File: src/rtl/sobel_pkg.sv
// Shared state encoding and pixel/colour constants for the Sobel front-end streamer.
// Grey coefficients sum to 256, so the top byte of the weighted sum is the grey level.
package sobel_pkg;

  typedef enum logic [1:0] {
    ST_IDLE,
    ST_READ,
    ST_WAIT,
    ST_DRAIN
  } state_e;

  localparam int PIX_W  = 8;
  localparam int RGB_W  = 24;
  localparam int SUM_W  = 16;
  localparam int GAP_W  = 4;

  localparam int COEF_R = 77;
  localparam int COEF_G = 150;
  localparam int COEF_B = 29;

endpackage

File: src/rtl/sobel_frame_streamer_if.sv
// Frame-memory read port plus grey pixel stream of the Sobel front-end streamer.
// The master side is the streamer; the slave side is memory and downstream buffer.
interface sobel_frame_streamer_if #(
  parameter int ADDR_W = 16
);

  logic              start_i;
  logic              hold_i;
  logic              mem_rd_o;
  logic [ADDR_W-1:0] mem_addr_o;
  logic [23:0]       mem_data_i;
  logic [7:0]        grey_o;
  logic              done_o;
  logic              line_end_o;
  logic              busy_o;
  logic              frame_done_o;

  modport master (
    input  start_i,
    input  hold_i,
    input  mem_data_i,
    output mem_rd_o,
    output mem_addr_o,
    output grey_o,
    output done_o,
    output line_end_o,
    output busy_o,
    output frame_done_o
  );

  modport slave (
    output start_i,
    output hold_i,
    output mem_data_i,
    input  mem_rd_o,
    input  mem_addr_o,
    input  grey_o,
    input  done_o,
    input  line_end_o,
    input  busy_o,
    input  frame_done_o
  );

endinterface

File: src/rtl/rgb2grey_pipe.sv
// RGB to grey converter: weighted sum of the incoming word, top byte registered with its valid.
// grey_o keeps the last converted value while valid_o is low.
module rgb2grey_pipe
  import sobel_pkg::*;
(
  input  logic             clk_i,
  input  logic             rst_i,
  input  logic [RGB_W-1:0] rgb_i,
  input  logic             valid_i,
  output logic [PIX_W-1:0] grey_o,
  output logic             valid_o
);

  logic [SUM_W-1:0] sum_d;
  logic [PIX_W-1:0] grey_q;
  logic             valid_q;

  // Maximum sum is 256*255 = 65280, so 16 bits never overflow.
  always_comb begin
    sum_d = SUM_W'(COEF_R) * SUM_W'(rgb_i[23:16])
          + SUM_W'(COEF_G) * SUM_W'(rgb_i[15:8])
          + SUM_W'(COEF_B) * SUM_W'(rgb_i[7:0]);
  end

  always_ff @(posedge clk_i or posedge rst_i) begin
    if (rst_i) begin
      grey_q  <= '0;
      valid_q <= 1'b0;
    end else begin
      valid_q <= valid_i;
      if (valid_i) begin
        grey_q <= PIX_W'(sum_d >> PIX_W);
      end
    end
  end

  assign grey_o  = grey_q;
  assign valid_o = valid_q;

endmodule

File: src/rtl/sobel_frame_streamer.sv
// Walks an RGB frame in synchronous-read memory in raster order and streams grey pixels
// with a one-cycle done strobe, row-end marker and end-of-frame pulse.
module sobel_frame_streamer
  import sobel_pkg::*;
#(
  parameter int IMG_W  = 256,
  parameter int IMG_H  = 256,
  parameter int ADDR_W = 16,
  parameter int GAP    = 0
) (
  input  logic                   sys_clk_i,
  input  logic                   sys_rst_i,
  sobel_frame_streamer_if.master bus
);

  localparam int                COL_W     = $clog2(IMG_W);
  localparam logic [ADDR_W-1:0] LAST_ADDR = ADDR_W'(IMG_W * IMG_H - 1);
  localparam logic [COL_W-1:0]  LAST_COL  = COL_W'(IMG_W - 1);
  localparam logic [GAP_W-1:0]  GAP_LAST  = GAP_W'(GAP - 1);

  state_e            state_q, state_d;
  logic [ADDR_W-1:0] addr_q, addr_d;
  logic [GAP_W-1:0]  gap_q, gap_d;
  logic              drain_q, drain_d;
  logic [COL_W-1:0]  col_q, col_d;
  logic              rd;
  logic              rd_q;
  logic [PIX_W-1:0]  grey;
  logic              done;

  always_ff @(posedge sys_clk_i or posedge sys_rst_i) begin
    if (sys_rst_i) begin
      state_q <= ST_IDLE;
      addr_q  <= '0;
      gap_q   <= '0;
      drain_q <= 1'b0;
      col_q   <= '0;
      rd_q    <= 1'b0;
    end else begin
      state_q <= state_d;
      addr_q  <= addr_d;
      gap_q   <= gap_d;
      drain_q <= drain_d;
      col_q   <= col_d;
      rd_q    <= rd;
    end
  end

  // DRAIN lasts two cycles: the last word's memory cycle, then its conversion cycle.
  always_comb begin
    state_d = state_q;
    addr_d  = addr_q;
    gap_d   = gap_q;
    drain_d = drain_q;
    rd      = 1'b0;
    unique case (state_q)
      ST_IDLE: begin
        if (bus.start_i) begin
          addr_d  = '0;
          state_d = ST_READ;
        end
      end
      ST_READ: begin
        if (!bus.hold_i) begin
          rd      = 1'b1;
          addr_d  = addr_q + 1'b1;
          gap_d   = '0;
          drain_d = 1'b0;
          if (addr_q == LAST_ADDR) begin
            state_d = ST_DRAIN;
          end else if (GAP > 0) begin
            state_d = ST_WAIT;
          end
        end
      end
      ST_WAIT: begin
        if (gap_q == GAP_LAST) begin
          state_d = ST_READ;
        end else begin
          gap_d = gap_q + 1'b1;
        end
      end
      ST_DRAIN: begin
        drain_d = 1'b1;
        if (drain_q) begin
          state_d = ST_IDLE;
        end
      end
      default: state_d = ST_IDLE;
    endcase
  end

  // rd_q marks the cycle in which the memory word for the previous read is on mem_data_i.
  rgb2grey_pipe u_pipe (
    .clk_i   (sys_clk_i),
    .rst_i   (sys_rst_i),
    .rgb_i   (bus.mem_data_i),
    .valid_i (rd_q),
    .grey_o  (grey),
    .valid_o (done)
  );

  always_comb begin
    col_d = col_q;
    if (done) begin
      col_d = (col_q == LAST_COL) ? '0 : col_q + 1'b1;
    end
  end

  assign bus.mem_rd_o     = rd;
  assign bus.mem_addr_o   = addr_q;
  assign bus.grey_o       = grey;
  assign bus.done_o       = done;
  assign bus.line_end_o   = done && (col_q == LAST_COL);
  assign bus.busy_o       = (state_q != ST_IDLE);
  assign bus.frame_done_o = done && (state_q == ST_DRAIN) && drain_q;

endmodule

File: src/flat_wrapper.sv
// flat-port wrapper written by rule: the top's interface ports become plain ports
module sobel_frame_streamer_flat import sobel_pkg::*;
#(
  parameter int IMG_W  = 256,
  parameter int IMG_H  = 256,
  parameter int ADDR_W = 16,
  parameter int GAP    = 0
)
  (sys_clk_i, sys_rst_i, bus_start_i, bus_hold_i, bus_mem_data_i, bus_mem_rd_o, bus_mem_addr_o, bus_grey_o, bus_done_o, bus_line_end_o, bus_busy_o, bus_frame_done_o);
  sobel_frame_streamer_if #(.ADDR_W(ADDR_W)) bus_i ();
  input  logic sys_clk_i;
  input  logic sys_rst_i;
  input wire logic [$bits(bus_i.start_i)-1:0] bus_start_i;
  input wire logic [$bits(bus_i.hold_i)-1:0] bus_hold_i;
  input wire logic [$bits(bus_i.mem_data_i)-1:0] bus_mem_data_i;
  output wire logic [$bits(bus_i.mem_rd_o)-1:0] bus_mem_rd_o;
  output wire logic [$bits(bus_i.mem_addr_o)-1:0] bus_mem_addr_o;
  output wire logic [$bits(bus_i.grey_o)-1:0] bus_grey_o;
  output wire logic [$bits(bus_i.done_o)-1:0] bus_done_o;
  output wire logic [$bits(bus_i.line_end_o)-1:0] bus_line_end_o;
  output wire logic [$bits(bus_i.busy_o)-1:0] bus_busy_o;
  output wire logic [$bits(bus_i.frame_done_o)-1:0] bus_frame_done_o;
  assign bus_i.start_i = bus_start_i;
  assign bus_i.hold_i = bus_hold_i;
  assign bus_i.mem_data_i = bus_mem_data_i;
  assign bus_mem_rd_o = bus_i.mem_rd_o;
  assign bus_mem_addr_o = bus_i.mem_addr_o;
  assign bus_grey_o = bus_i.grey_o;
  assign bus_done_o = bus_i.done_o;
  assign bus_line_end_o = bus_i.line_end_o;
  assign bus_busy_o = bus_i.busy_o;
  assign bus_frame_done_o = bus_i.frame_done_o;
  sobel_frame_streamer #(.IMG_W(IMG_W), .IMG_H(IMG_H), .ADDR_W(ADDR_W), .GAP(GAP)) u_core (.sys_clk_i(sys_clk_i), .sys_rst_i(sys_rst_i), .bus(bus_i));
endmodule
File: config.mk
export PLATFORM = sky130hd
export DESIGN_NAME = sobel_frame_streamer_flat
export DESIGN_NICKNAME = d
export VERILOG_FILES = /design/src/rtl/sobel_pkg.sv /design/src/rtl/sobel_frame_streamer_if.sv /design/src/rtl/rgb2grey_pipe.sv /design/src/rtl/sobel_frame_streamer.sv /design/src/flat_wrapper.sv
export SDC_FILE = /design/constraint.sdc
export NUM_CORES = 1
export LEC_CHECK = 0
export CAP_MARGIN = 20
export CORE_UTILIZATION = 45
export CTS_BUF_LIST = sky130_fd_sc_hd__clkbuf_8 sky130_fd_sc_hd__clkbuf_16
export DETAILED_ROUTE_END_ITERATION = 8
export PLACE_DENSITY_LB_ADDON = 0.12
export SLEW_MARGIN = 20
export SYNTH_ARGS = -nofsm -noshare
export SYNTH_HDL_FRONTEND = slang
export SYNTH_SLANG_ARGS = --single-unit
export TNS_END_PERCENT = 100
File: constraint.sdc
create_clock -name sys_clk_i -period 2.34 [get_ports sys_clk_i]
set_clock_uncertainty 0.05 [all_clocks]
set_input_delay 0.468 -clock sys_clk_i [delete_from_list [all_inputs] [get_ports sys_clk_i]]
set_output_delay 0.468 -clock sys_clk_i [all_outputs]
set_load 0.03 [all_outputs]
==> impl_summary.log <==
[metrics] status: complete, but fails checks
[metrics] failing checks: negative setup slack
[metrics] number of distinct library cells after synthesis: 42
[metrics] deepest clock path buffer count: 2
[metrics] shortest period the worst path allows: 6.11 ns
[metrics] number of nets produced by synthesis: 652
[metrics] x dimension of the die: 106 um
[metrics] antenna viol nets, final: 0
[metrics] share of the core filled with cells: 0.670
[metrics] largest net degree at the start of global routing: 42
[metrics] wire length of the first global-routing pass: 18,400 um
[metrics] total via count in the routed design: 3,770
[metrics] clock input transition at the sequential cells of the worst setup and hold paths: 0.09 ns
[metrics] worst slew pin tran: 0.535 ns
[metrics] total I/O pin count: 57
[metrics] CP arrival: 6.24 ns
[metrics] level count of the clock H-tree: 2
[metrics] data required time of the critical path: 2.48 ns
[metrics] netlist area before placement: 0.00486 mm^2
[metrics] Crit Path Class: in2reg
[metrics] number of enable-type register cells in the synthesized netlist: 0
[metrics] Max Fclk: 164 MHz
[metrics] Site Rows: 37
[metrics] layout overhead on the synthesized area: 43.6%
[metrics] Final HPWL DP: 8330 um
[metrics] final standard cell count with taps included and fillers excluded: 770
[metrics] Total Negative Setup Slacks: -28.18 ns
[metrics] gate count of the mapped netlist: 482
[metrics] via count of the first global-routing pass: 4,107
[metrics] post-synth top area share: 0.227
[metrics] biggest area consumer among synthesized cells: sky130_fd_sc_hd__fa_1
[metrics] number of cells in the design after placement: 748
[metrics] Worst-Skew Late Latency: 0.30 ns
[metrics] Num CTS Buffers: 5
[metrics] remaining global-route overflow: 0
[metrics] worst setup timing slack at the placement stage: -4.50 ns
[metrics] compound-gate portion of the synthesized area: 0.0754
[metrics] port buffer count: 56
[metrics] final-stage net count: 803
[metrics] cell at the root of the clock tree: sky130_fd_sc_hd__clkbuf_8
[metrics] count of inserted antenna diode cells: 0
[metrics] setup repair after global routing missed its margin: true
[metrics] total detailed-routing wirelength: 10,800 um
[metrics] Synth top cells by count: sky130_fd_sc_hd__inv_1 (96), sky130_fd_sc_hd__ha_1 (87), sky130_fd_sc_hd__fa_1 (55)
[metrics] crit share post-route: 2.61
[metrics] final setup violating endpoints: 8
[metrics] CP max stage delay: 0.52 ns
[metrics] post-synthesis mux area share: 0.0193
[metrics] final routed DRC violation total: 0
[metrics] Wirelength per Cell: 14.0 um
[metrics] combinational family with the most area after synthesis: adder cells
[metrics] type of destination of the critical path: register
[metrics] relative slew slack: 0.644
[metrics] adder-cell share of the synthesized area: 0.450
[metrics] count of state elements after synthesis: 41
[metrics] Max Fanout on Critical Path: 3
[metrics] CORE AREA: 0.0104 mm^2
[metrics] global-route usage over all layers: 0.203
[metrics] prevailing post-synth register cell: sky130_fd_sc_hd__dfrtp_1
[metrics] Avg Cell Area, Syn: 10.1 um^2
[metrics] initial detailed-routing violation count: 92
[metrics] Max-Cap Viols: 0
[metrics] via count normalized by instance count: 4.90
[metrics] count of final max-slew check failures: 0
[metrics] height of the chip: 106 um
[metrics] worst setup margin: -3.77 ns
[metrics] register area share after synthesis: 0.211
[metrics] number of hold-repair buffers added at the cts stage: 0
[metrics] leading cell type by number of instances after synthesis: sky130_fd_sc_hd__inv_1
[metrics] number of clock sinks: 41
[metrics] full die area: 0.0112 mm^2
[metrics] XOR/XNOR share of the synthesized area: 0.0623
[metrics] top cells by area, synth: sky130_fd_sc_hd__fa_1 (23%), sky130_fd_sc_hd__ha_1 (22%), sky130_fd_sc_hd__dfrtp_1 (21%), sky130_fd_sc_hd__inv_1 (7.4%), sky130_fd_sc_hd__xnor2_1 (3.4%)
[metrics] Synth Area in Simple Gates: 0.104
[metrics] share of post-route cells with drive strength above 1: 0.297
[metrics] critical path startpoint category: input port
[metrics] Worst path most repeated cell: sky130_fd_sc_hd__fa_1
[metrics] first drt pass iteration count: 4
[metrics] count of final hold-check violations: 0
[metrics] number of antenna violations at the first check in global routing: 0
[metrics] Min-Delay Path Class: reg2reg
[metrics] slowest cell on the critical path: sky130_fd_sc_hd__fa_1
[metrics] TritonCTS clock tree: built
[metrics] Yosys Warn Count: 0
[metrics] Initial Utilization: 0.467
[metrics] weighted congestion reported at the end of routability-driven placement: 0.805
[metrics] asr flop ratio synth: 1.00
## critical path: cells and delay by family
family | cells | cell delay, ns
multiplexers | 1 | 0.26
AND/OR/NAND/NOR | 2 | 0.19
adder cells (fa/ha/maj) | 10 | 3.86
XOR/XNOR | 2 | 0.30
AO/OA/AOI/OAI | 5 | 0.91
buffers and inverters | 5 | 0.26
## worst paths after layout
check / startpoint / to / slack (ns) / cells after the start
min in group asynchronous: sys_rst_i / u_core.col_q[6] / 0.53 / 3
worst max-delay path: bus_mem_data_i[12] / u_core.u_pipe.grey_o[7] / -3.77 / 25
max in group asynchronous: sys_rst_i / u_core.gap_q[3] / 1.33 / 3
worst max register to register: u_core.state_q[0] / u_core.bus.mem_addr_o[15] / 0.37 / 7
worst min register to register: u_core.col_q[7] / u_core.col_q[7] / 0.44 / 1
worst min-delay path: u_core.col_q[7] / u_core.col_q[7] / 0.44 / 1
## sequential cells by signal, indices dropped and copies added, names as in the netlist
name,count
u_core.drain_q,1
u_core.u_pipe.grey_o,8
u_core.u_pipe.valid_o,1
u_core.col_q,8
u_core.state_q,2
u_core.gap_q,4
u_core.bus.mem_addr_o,16
u_core.rd_q,1
## area by class of cell
type / instances / area, um^2
Multi-Input combinational cell: 342 / 4000
Fill cell: 809 / 3440
Timing Repair Buffer: 147 / 1280
Sequential cell: 41 / 1030
Inverter: 96 / 360
Tap cell: 136 / 170
Clock buffer: 5 / 68.8
Clock inverter: 3 / 68.8
## layout by cell type, fill, tap and decap left out, drive strengths merged, types with 4 or more instances in the layout
master and count:
nand3 4, clkbuf 7, o21ai 15, or3 7, xor2 13, buf 97, nor3 6, nor2b 4
inv 97, nand4 10, fa 55, a21oi 22, ha 87, a31oi 4, clkdlybuf4s50 46, nand2b 4
nand2 21, dfrtp 41, xnor2 19, and3 4, nor2 34, a21o 4, mux2 8
## logic make-up (layout without fill, tap and decap cells)
group | count (synthesis) | in the layout
XOR/XNOR | 33 | 33
adder cells (fa/ha/maj) | 142 | 142
AO/OA/AOI/OAI | 57 | 57
multiplexers | 8 | 8
flip-flops | 41 | 41
AND/OR/NAND/NOR | 102 | 102
buffers and inverters | 99 | 251
## layer usage
metal  vias up  wire, um  global-route usage
li1       1871         -                   -
met1      1849      4450               0.243
met2        43      5960               0.388
met3         7       270              0.0245
met4         0        80              0.0437
met5         -         0                   0
## stage by stage
step           hold slack (ns)  cell area (um^2)
2_1_floorplan            0.305              4970
3_3_place_gp             0.416              6270
3_5_place_dp             0.428              6270
4_1_cts                  0.445              6700
5_1_grt                  0.468              6980
6_report                 0.438              6980
## what timing repair did
action / in CTS / in global routing
setup endpoints to repair: 9 / 10
buffers inserted: 10 / 8
hold endpoints to repair: 0 / 0
pin swaps: 51 / 53
gates resized for setup: 59 / 58
Power is not shown: default switching activity piles up to over one toggle a cycle in this logic, so the estimate is an artifact.
